<file path="src/rtl/cv32e40x_pkg.sv">
// Shared cv32e40x types: the static PMA region descriptor plus the types and
// helpers used by the PMA configuration read-out engine.
package cv32e40x_pkg;

    typedef struct packed {
        logic [29:0] word_addr_low;
        logic [29:0] word_addr_high;
        logic        main;
        logic        bufferable;
        logic        cacheable;
        logic        integrity;
    } pma_cfg_t;

    localparam pma_cfg_t PMA_R_DEFAULT = '{
        word_addr_low:  30'h0000_0000,
        word_addr_high: 30'h3FFF_FFFF,
        main:           1'b1,
        bufferable:     1'b0,
        cacheable:      1'b0,
        integrity:      1'b0
    };

    typedef enum logic [2:0] {
        PMA_RD_IDLE,
        PMA_RD_HEADER,
        PMA_RD_REGION,
        PMA_RD_DM_START,
        PMA_RD_DM_END,
        PMA_RD_ERROR
    } pma_rd_state_e;

    typedef enum logic {
        PMA_RD_SINGLE = 1'b0,
        PMA_RD_DUMP   = 1'b1
    } pma_rd_mode_e;

    localparam logic [4:0] PMA_RD_ATTR_MAIN       = 5'd0;
    localparam logic [4:0] PMA_RD_ATTR_BUFFERABLE = 5'd1;
    localparam logic [4:0] PMA_RD_ATTR_CACHEABLE  = 5'd2;
    localparam logic [4:0] PMA_RD_ATTR_INTEGRITY  = 5'd3;

    // Word addresses are widened back to byte addresses; the high bound is inclusive.
    function automatic logic [31:0] pma_cfg_word(pma_cfg_t cfg, logic [1:0] sel);
        logic [31:0] word;
        word = '0;
        case (sel)
            2'd0:    word = {cfg.word_addr_low, 2'b00};
            2'd1:    word = {cfg.word_addr_high, 2'b11};
            default: begin
                word[PMA_RD_ATTR_MAIN]       = cfg.main;
                word[PMA_RD_ATTR_BUFFERABLE] = cfg.bufferable;
                word[PMA_RD_ATTR_CACHEABLE]  = cfg.cacheable;
                word[PMA_RD_ATTR_INTEGRITY]  = cfg.integrity;
            end
        endcase
        return word;
    endfunction

endpackage

</file>
<file path="src/rtl/cv32e40x_pma_cfg_reader.sv">
// Streams the static PMA table and debug-module bounds as 32-bit words over a
// valid/ready channel, either one region or a full dump per request.
module cv32e40x_pma_cfg_reader
    import cv32e40x_pkg::*;
#(
    parameter int          PMA_NUM_REGIONS = 0,
    parameter pma_cfg_t    PMA_CFG[PMA_NUM_REGIONS-1:0] = '{default: PMA_R_DEFAULT},
    parameter logic [31:0] DM_REGION_START = 32'hF000_0000,
    parameter logic [31:0] DM_REGION_END   = 32'hF000_3FFF
) (
    input  logic        clk_i,
    input  logic        rst_ni,
    input  logic        req_valid_i,
    output logic        req_ready_o,
    input  logic        req_mode_i,
    input  logic [3:0]  req_index_i,
    output logic        rsp_valid_o,
    input  logic        rsp_ready_i,
    output logic [31:0] rsp_word_o,
    output logic        rsp_last_o,
    output logic        rsp_err_o
);

    localparam logic [4:0] NUM_REGIONS = 5'(PMA_NUM_REGIONS);

    pma_rd_state_e state_q, state_d;
    pma_rd_mode_e  mode_q, mode_d;
    logic [1:0]    word_cnt_q, word_cnt_d;
    logic [3:0]    reg_cnt_q, reg_cnt_d;
    logic          rsp_hs;
    pma_cfg_t      sel_cfg;
    logic          rsp_valid_d;
    logic [31:0]   rsp_word_d;
    logic          rsp_last_d;
    logic          rsp_err_d;

    assign req_ready_o = (state_q == PMA_RD_IDLE);
    assign rsp_hs      = rsp_valid_o && rsp_ready_i;

    always_ff @(posedge clk_i or negedge rst_ni) begin
        if (!rst_ni) begin
            state_q    <= PMA_RD_IDLE;
            mode_q     <= PMA_RD_SINGLE;
            word_cnt_q <= '0;
            reg_cnt_q  <= '0;
        end else begin
            state_q    <= state_d;
            mode_q     <= mode_d;
            word_cnt_q <= word_cnt_d;
            reg_cnt_q  <= reg_cnt_d;
        end
    end

    // The state names the word held in the response register, so each
    // handshake advances to the word that is loaded on that same edge.
    always_comb begin
        state_d    = state_q;
        mode_d     = mode_q;
        word_cnt_d = word_cnt_q;
        reg_cnt_d  = reg_cnt_q;
        case (state_q)
            PMA_RD_IDLE: begin
                if (req_valid_i) begin
                    mode_d     = pma_rd_mode_e'(req_mode_i);
                    word_cnt_d = '0;
                    reg_cnt_d  = '0;
                    if (req_mode_i) begin
                        state_d = PMA_RD_HEADER;
                    end else if ({1'b0, req_index_i} < NUM_REGIONS) begin
                        state_d   = PMA_RD_REGION;
                        reg_cnt_d = req_index_i;
                    end else begin
                        state_d = PMA_RD_ERROR;
                    end
                end
            end
            PMA_RD_HEADER: begin
                if (rsp_hs) begin
                    state_d = (NUM_REGIONS == 5'd0) ? PMA_RD_DM_START : PMA_RD_REGION;
                end
            end
            PMA_RD_REGION: begin
                if (rsp_hs) begin
                    if (word_cnt_q != 2'd2) begin
                        word_cnt_d = word_cnt_q + 2'd1;
                    end else if (mode_q == PMA_RD_SINGLE) begin
                        state_d    = PMA_RD_IDLE;
                        word_cnt_d = '0;
                        reg_cnt_d  = '0;
                    end else if ({1'b0, reg_cnt_q} + 5'd1 == NUM_REGIONS) begin
                        state_d    = PMA_RD_DM_START;
                        word_cnt_d = '0;
                        reg_cnt_d  = '0;
                    end else begin
                        word_cnt_d = '0;
                        reg_cnt_d  = reg_cnt_q + 4'd1;
                    end
                end
            end
            PMA_RD_DM_START: if (rsp_hs) state_d = PMA_RD_DM_END;
            PMA_RD_DM_END:   if (rsp_hs) state_d = PMA_RD_IDLE;
            PMA_RD_ERROR:    if (rsp_hs) state_d = PMA_RD_IDLE;
            default:         state_d = PMA_RD_IDLE;
        endcase
    end

    always_comb begin
        sel_cfg = PMA_CFG[0];
        for (int i = 1; i < PMA_NUM_REGIONS; i++) begin
            if (reg_cnt_d == 4'(i)) sel_cfg = PMA_CFG[i];
        end
    end

    always_comb begin
        rsp_valid_d = (state_d != PMA_RD_IDLE);
        rsp_err_d   = (state_d == PMA_RD_ERROR);
        rsp_last_d  = (state_d == PMA_RD_DM_END) || (state_d == PMA_RD_ERROR) ||
                      ((state_d == PMA_RD_REGION) && (mode_d == PMA_RD_SINGLE) &&
                       (word_cnt_d == 2'd2));
        rsp_word_d  = '0;
        case (state_d)
            PMA_RD_HEADER:   rsp_word_d = {27'b0, NUM_REGIONS};
            PMA_RD_REGION:   rsp_word_d = pma_cfg_word(sel_cfg, word_cnt_d);
            PMA_RD_DM_START: rsp_word_d = DM_REGION_START;
            PMA_RD_DM_END:   rsp_word_d = DM_REGION_END;
            default:         rsp_word_d = '0;
        endcase
    end

    // Without a handshake the next-word values equal the current ones, so stalls hold.
    always_ff @(posedge clk_i or negedge rst_ni) begin
        if (!rst_ni) begin
            rsp_valid_o <= 1'b0;
            rsp_word_o  <= '0;
            rsp_last_o  <= 1'b0;
            rsp_err_o   <= 1'b0;
        end else begin
            rsp_valid_o <= rsp_valid_d;
            rsp_word_o  <= rsp_word_d;
            rsp_last_o  <= rsp_last_d;
            rsp_err_o   <= rsp_err_d;
        end
    end

endmodule
</file>
<file path="config.mk">
export PLATFORM = sky130hd
export DESIGN_NAME = cv32e40x_pma_cfg_reader
export DESIGN_NICKNAME = d
export VERILOG_FILES = /design/src/rtl/cv32e40x_pkg.sv /design/src/rtl/cv32e40x_pma_cfg_reader.sv
export SDC_FILE = /design/constraint.sdc
export NUM_CORES = 1
export LEC_CHECK = 0
export ABC_AREA = 0
export ABC_CLOCK_PERIOD_IN_PS = 4800
export CAP_MARGIN = 0
export CORE_ASPECT_RATIO = 1.25
export CORE_MARGIN = 8
export CORE_UTILIZATION = 47
export CTS_CLUSTER_SIZE = 14
export DETAILED_ROUTE_END_ITERATION = 10
export PLACE_DENSITY = 0.95
export SLEW_MARGIN = 10
export SYNTH_ARGS = -nofsm -noshare
export SYNTH_HDL_FRONTEND = slang
export SYNTH_SLANG_ARGS = --single-unit
</file>
<file path="constraint.sdc">
create_clock -name clk_i -period 4.8 [get_ports clk_i]
set_input_delay 1.44 -clock clk_i [delete_from_list [all_inputs] [get_ports clk_i]]
set_output_delay 1.44 -clock clk_i [all_outputs]
set_load 0.1 [all_outputs]
</file>
======== Word-level counts from Yosys, hierarchy flattened ========
Cells that the tools add are included.
storage, ports and cells
  bits in registers ....................... 45
  logic and storage cells ................. 64
operators by class
  add/sub/neg operators ................... 3
  eq/ne operators ......................... 15
  muxes and demuxes ....................... 25
  bitwise operators ....................... 1
  reductions and logical operators ........ 12
operators with widths
  operator                                                               number
  32-bit one-hot mux with 3 select lines                                 1
  28-bit two-way mux                                                     1
  3-bit two-way mux                                                      9
  4-bit two-way mux                                                      5
  4-bit one-hot mux with 2 select lines                                  2
  3-bit one-hot mux with 5 select lines                                  1
  3-bit by 2-bit equality test with 1-bit output, second input constant  4
  3-bit equality test, second input constant                             4
  2-bit != test, second input constant                                   4
  2-bit two-way mux                                                      3
  4-bit by 1-bit adder with 5-bit output, second input constant          1
  5-bit zero test                                                        1
  4-bit by 1-bit adder with 4-bit output, second input constant          1
  2-bit one-hot mux with 2 select lines                                  1
  4-bit AND reduction                                                    1
  3-bit by 1-bit equality test with 1-bit output, second input constant  1
  1-bit logical AND                                                      3
  3-bit zero test                                                        1
  3-bit nonzero test                                                     1
  2-bit by 1-bit adder with 2-bit output, second input constant          1
  2-bit by 1-bit equality test with 1-bit output, second input constant  1
  2-bit equality test, second input constant                             1
  2-bit zero test                                                        1
  1-bit logical OR                                                       2
  other kinds (4)                                                        5

======== Longest topological paths before layout ========
  depth in word-level cells ............... 11
  gate-level depth with buffers ........... 7
  mapped depth without buffers ............ 6

======== Least setup slack after synthesis ========
No wires, ideal clock.
  path type ............................... register to output
  from .................................... register state_q[2]
  to ...................................... output req_ready_o
  arrival ................................. 2,065 ps
  data required time ...................... 3,360 ps
  slack ................................... 1,295 ps
  cell stages (with the launch flop) ...... 4
  cells stage by stage .................... dfrtp_1 -> buf_2 -> or2_2 -> nor2_1
between the ends
  cells in the longest elaborated chain, start to end .. 1
RTL lines
  what                    RTL line                       source
  from (decl)             cv32e40x_pma_cfg_reader.sv:26  pma_rd_state_e state_q, state_d;
  from (signal assigned)  cv32e40x_pma_cfg_reader.sv:47  state_q <= state_d;
  3-bit zero test         cv32e40x_pma_cfg_reader.sv:37  assign req_ready_o = (state_q == PMA_RD_IDLE);
  to (decl)               cv32e40x_pma_cfg_reader.sv:14  output logic req_ready_o,
No other way between the ends.

======== Final worst setup path ========
Same ends and word-level chain as after synthesis.

==> impl_metrics.toml <==
[status]
status = "finished, final reports clean"

[detailed_routing]
antenna_left = 0
drt-total-wl_um = 2520
drc = 0
avgViaCountPerCell = 5.31
wire_per_inst_um = 14.3
routed-via-count = 934
dr.pass1.iters = 4
dr.first_iter.drc_count = 40

[clock_network]
cts_resized = 0
cts_hold_buf = 0
post-cts-setup-buffers = 0
htree_levels = 1
clock_sinks = 18
cts_tree = "done"
path_clk_slew_ps = 100
insertion_delay_ps = 290
cts-root-buf = "clkbuf_4"
clock_path_buffers = 2
cts_made_buffers = 3

[worst_setup_path]
critPathArrivalTime_ps = 2380
cp_data_required_time_ps = 3360
slowest_delay_ps = 1140
setup.worst_path.start_class = "register"
path_class = "reg2out"
end_kind = "output port"
crit_fanout = 9
cp_cell_sequence = "or2_2 -> nor2_1 -> clkdlybuf4s50_1"
slowest_stage = "clkdlybuf4s50_1"

[finish]
antenna_cells = 0
drive_gt1_share_pct = 9.09
num-nets-final = 154
fin_area_sq_mm = 0.00143
final_util_pct = 59.3
area_growth_pct = 20.7
fill_cells = 218

[global_route]
grt_pass1_wl_um = 3870
grt_start_max_net_pins = 20
grt_overflow = 0
grt_pass1_vias = 838
grt_antenna_before_repair = 0
grt_use_total_pct = 11.3

[synthesis]
synth-edff-count = 0
avgSynthCellArea_sq_um = 9.09
yosysSeqAreaShare_pct = 38.1
synth_commonest_cells = "buf_4 (27), dfrtp_1 (18), nand2_1 (12), o21ai_0 (12), nor2_1 (8)"
syn-num-nets = 140
ys.warnings.count = 0
yosys-top-cells-area = "dfrtp_1 (38%), buf_4 (17%), o21ai_0 (5.1%), nand2_1 (3.8%), nor2_1 (2.5%)"
yosysTopAreaCell = "dfrtp_1"
netlist_area_sq_mm = 0.00118
yosysUniqueCellTypes = 37
yosys.cell_count.top_type = "buf_4"
synth_cells = 130
ys_seq_elements = 18
synth-async-reset-ratio_pct = 100
yosys_most_used_dff = "dfrtp_1"
netlist.area_leader.share_pct = 38.1

[floorplan]
die_w_um = 60.8
die-area_sq_mm = 0.00438
core_sq_mm = 0.00240
io_pins = 45
start_util_pct = 49.2
die_y_um = 72.0
num_rows = 20

[placement]
dpl.hpwl_um = 1990
place_congestion = 0.851
portBuffers = 40
placed_cell_area_sq_mm = 0.00139

[timing]
skew_ps = 1.40
rsz0062_at_grt = "false"
worst_pin_slew_ps = 986
finalHoldViolations = 0
fin_crit_sh_pct = 79.6
slew_viol_final = 0
tns_ps = 0
fin_crit_ps = 3820
fmax_mhz = 262
max-slew-margin-rel_pct = 34.1
setup_violations = 0

[job]
cap_violations = 0

[worst_hold_path]
hp-class = "reg2reg"
flip-flops by register name (all words and copies together) (netlist names):
signal	cells
rsp_word_o	5
reg_cnt_q	4
mode_q	1
state_q	3
word_cnt_q	2
rsp_last_o	1
rsp_err_o	1
rsp_valid_o	1
cell type report:
| type | instances | area, sq um | share of cell area [%] |
|---|---|---|---|
| clock buffer | 4 | 36.3 | 2.55 |
| inverter | 4 | 15.0 | 1.05 |
| multi-input combinational | 77 | 482 | 33.8 |
| sequential | 18 | 450 | 31.6 |
| tap | 33 | 41.3 | 2.90 |
| timing repair buffer | 40 | 400 | 28.1 |
placed cells by master (no fill, tap or decap), types with 3 or more instances in the layout:
master            n
dfrtp_1          18
nor2b_1           3
nand3_1           5
o21ai_0          12
clkbuf_4          3
nor2_1            8
nand2_1          12
clkdlybuf4s50_1  40
inv_1             4
a21oi_1           4
layer usage:
| metal | up-vias | global-route usage, % | wire length [um] |
|---|---|---|---|
| met4 | 0 | 4.68 | 21 |
| li1 | 453 | - | - |
| met1 | 432 | 10.9 | 880 |
| met2 | 47 | 20.3 | 1340 |
| met3 | 2 | 4.42 | 284 |
| met5 | - | 0 | 0 |
stage by stage:
| stage | std cells | hold WS, ps | worst slack [ps] |
|---|---|---|---|
| after floorplan | 130 | 467 | 1290 |
| after global placement | 172 | 498 | 1320 |
| after detailed placement | 172 | 497 | 1310 |
| after CTS | 176 | 520 | 964 |
| after global routing | 176 | 562 | 903 |
| final | 176 | 511 | 979 |
worst max-delay path: cells and delay by family, from the launching register on:
kind	cells	cell delay, ps
buffers and inverters	1	1140
AND/OR/NAND/NOR	2	460
flip-flops	1	480
path summary, 6_finish.rpt:
kind                         startpoint  cells after the start  slack (ps)        endpoint
max                          state_q[2]                      3         980     req_ready_o
min                        reg_cnt_q[1]                      2         510    reg_cnt_q[1]
max reg2reg                  state_q[1]                      5        2760      rsp_last_o
min reg2reg                reg_cnt_q[1]                      2         510    reg_cnt_q[1]
max in group asynchronous        rst_ni                      1        2730  rsp_word_o[30]
min in group asynchronous        rst_ni                      1        1590    reg_cnt_q[2]
cells by family after synthesis:
group	count (synthesis)	synth area share [%]
fa+ha+maj	1	1.06
flops	18	38.1
mux	1	0.953
compound gates	30	17.2
buf+inv	35	21.1
simple gates	45	21.6
Power is left out: the tool's default activity adds up to more than one toggle a clock period on the data nets, which glitch-free logic cannot reach.
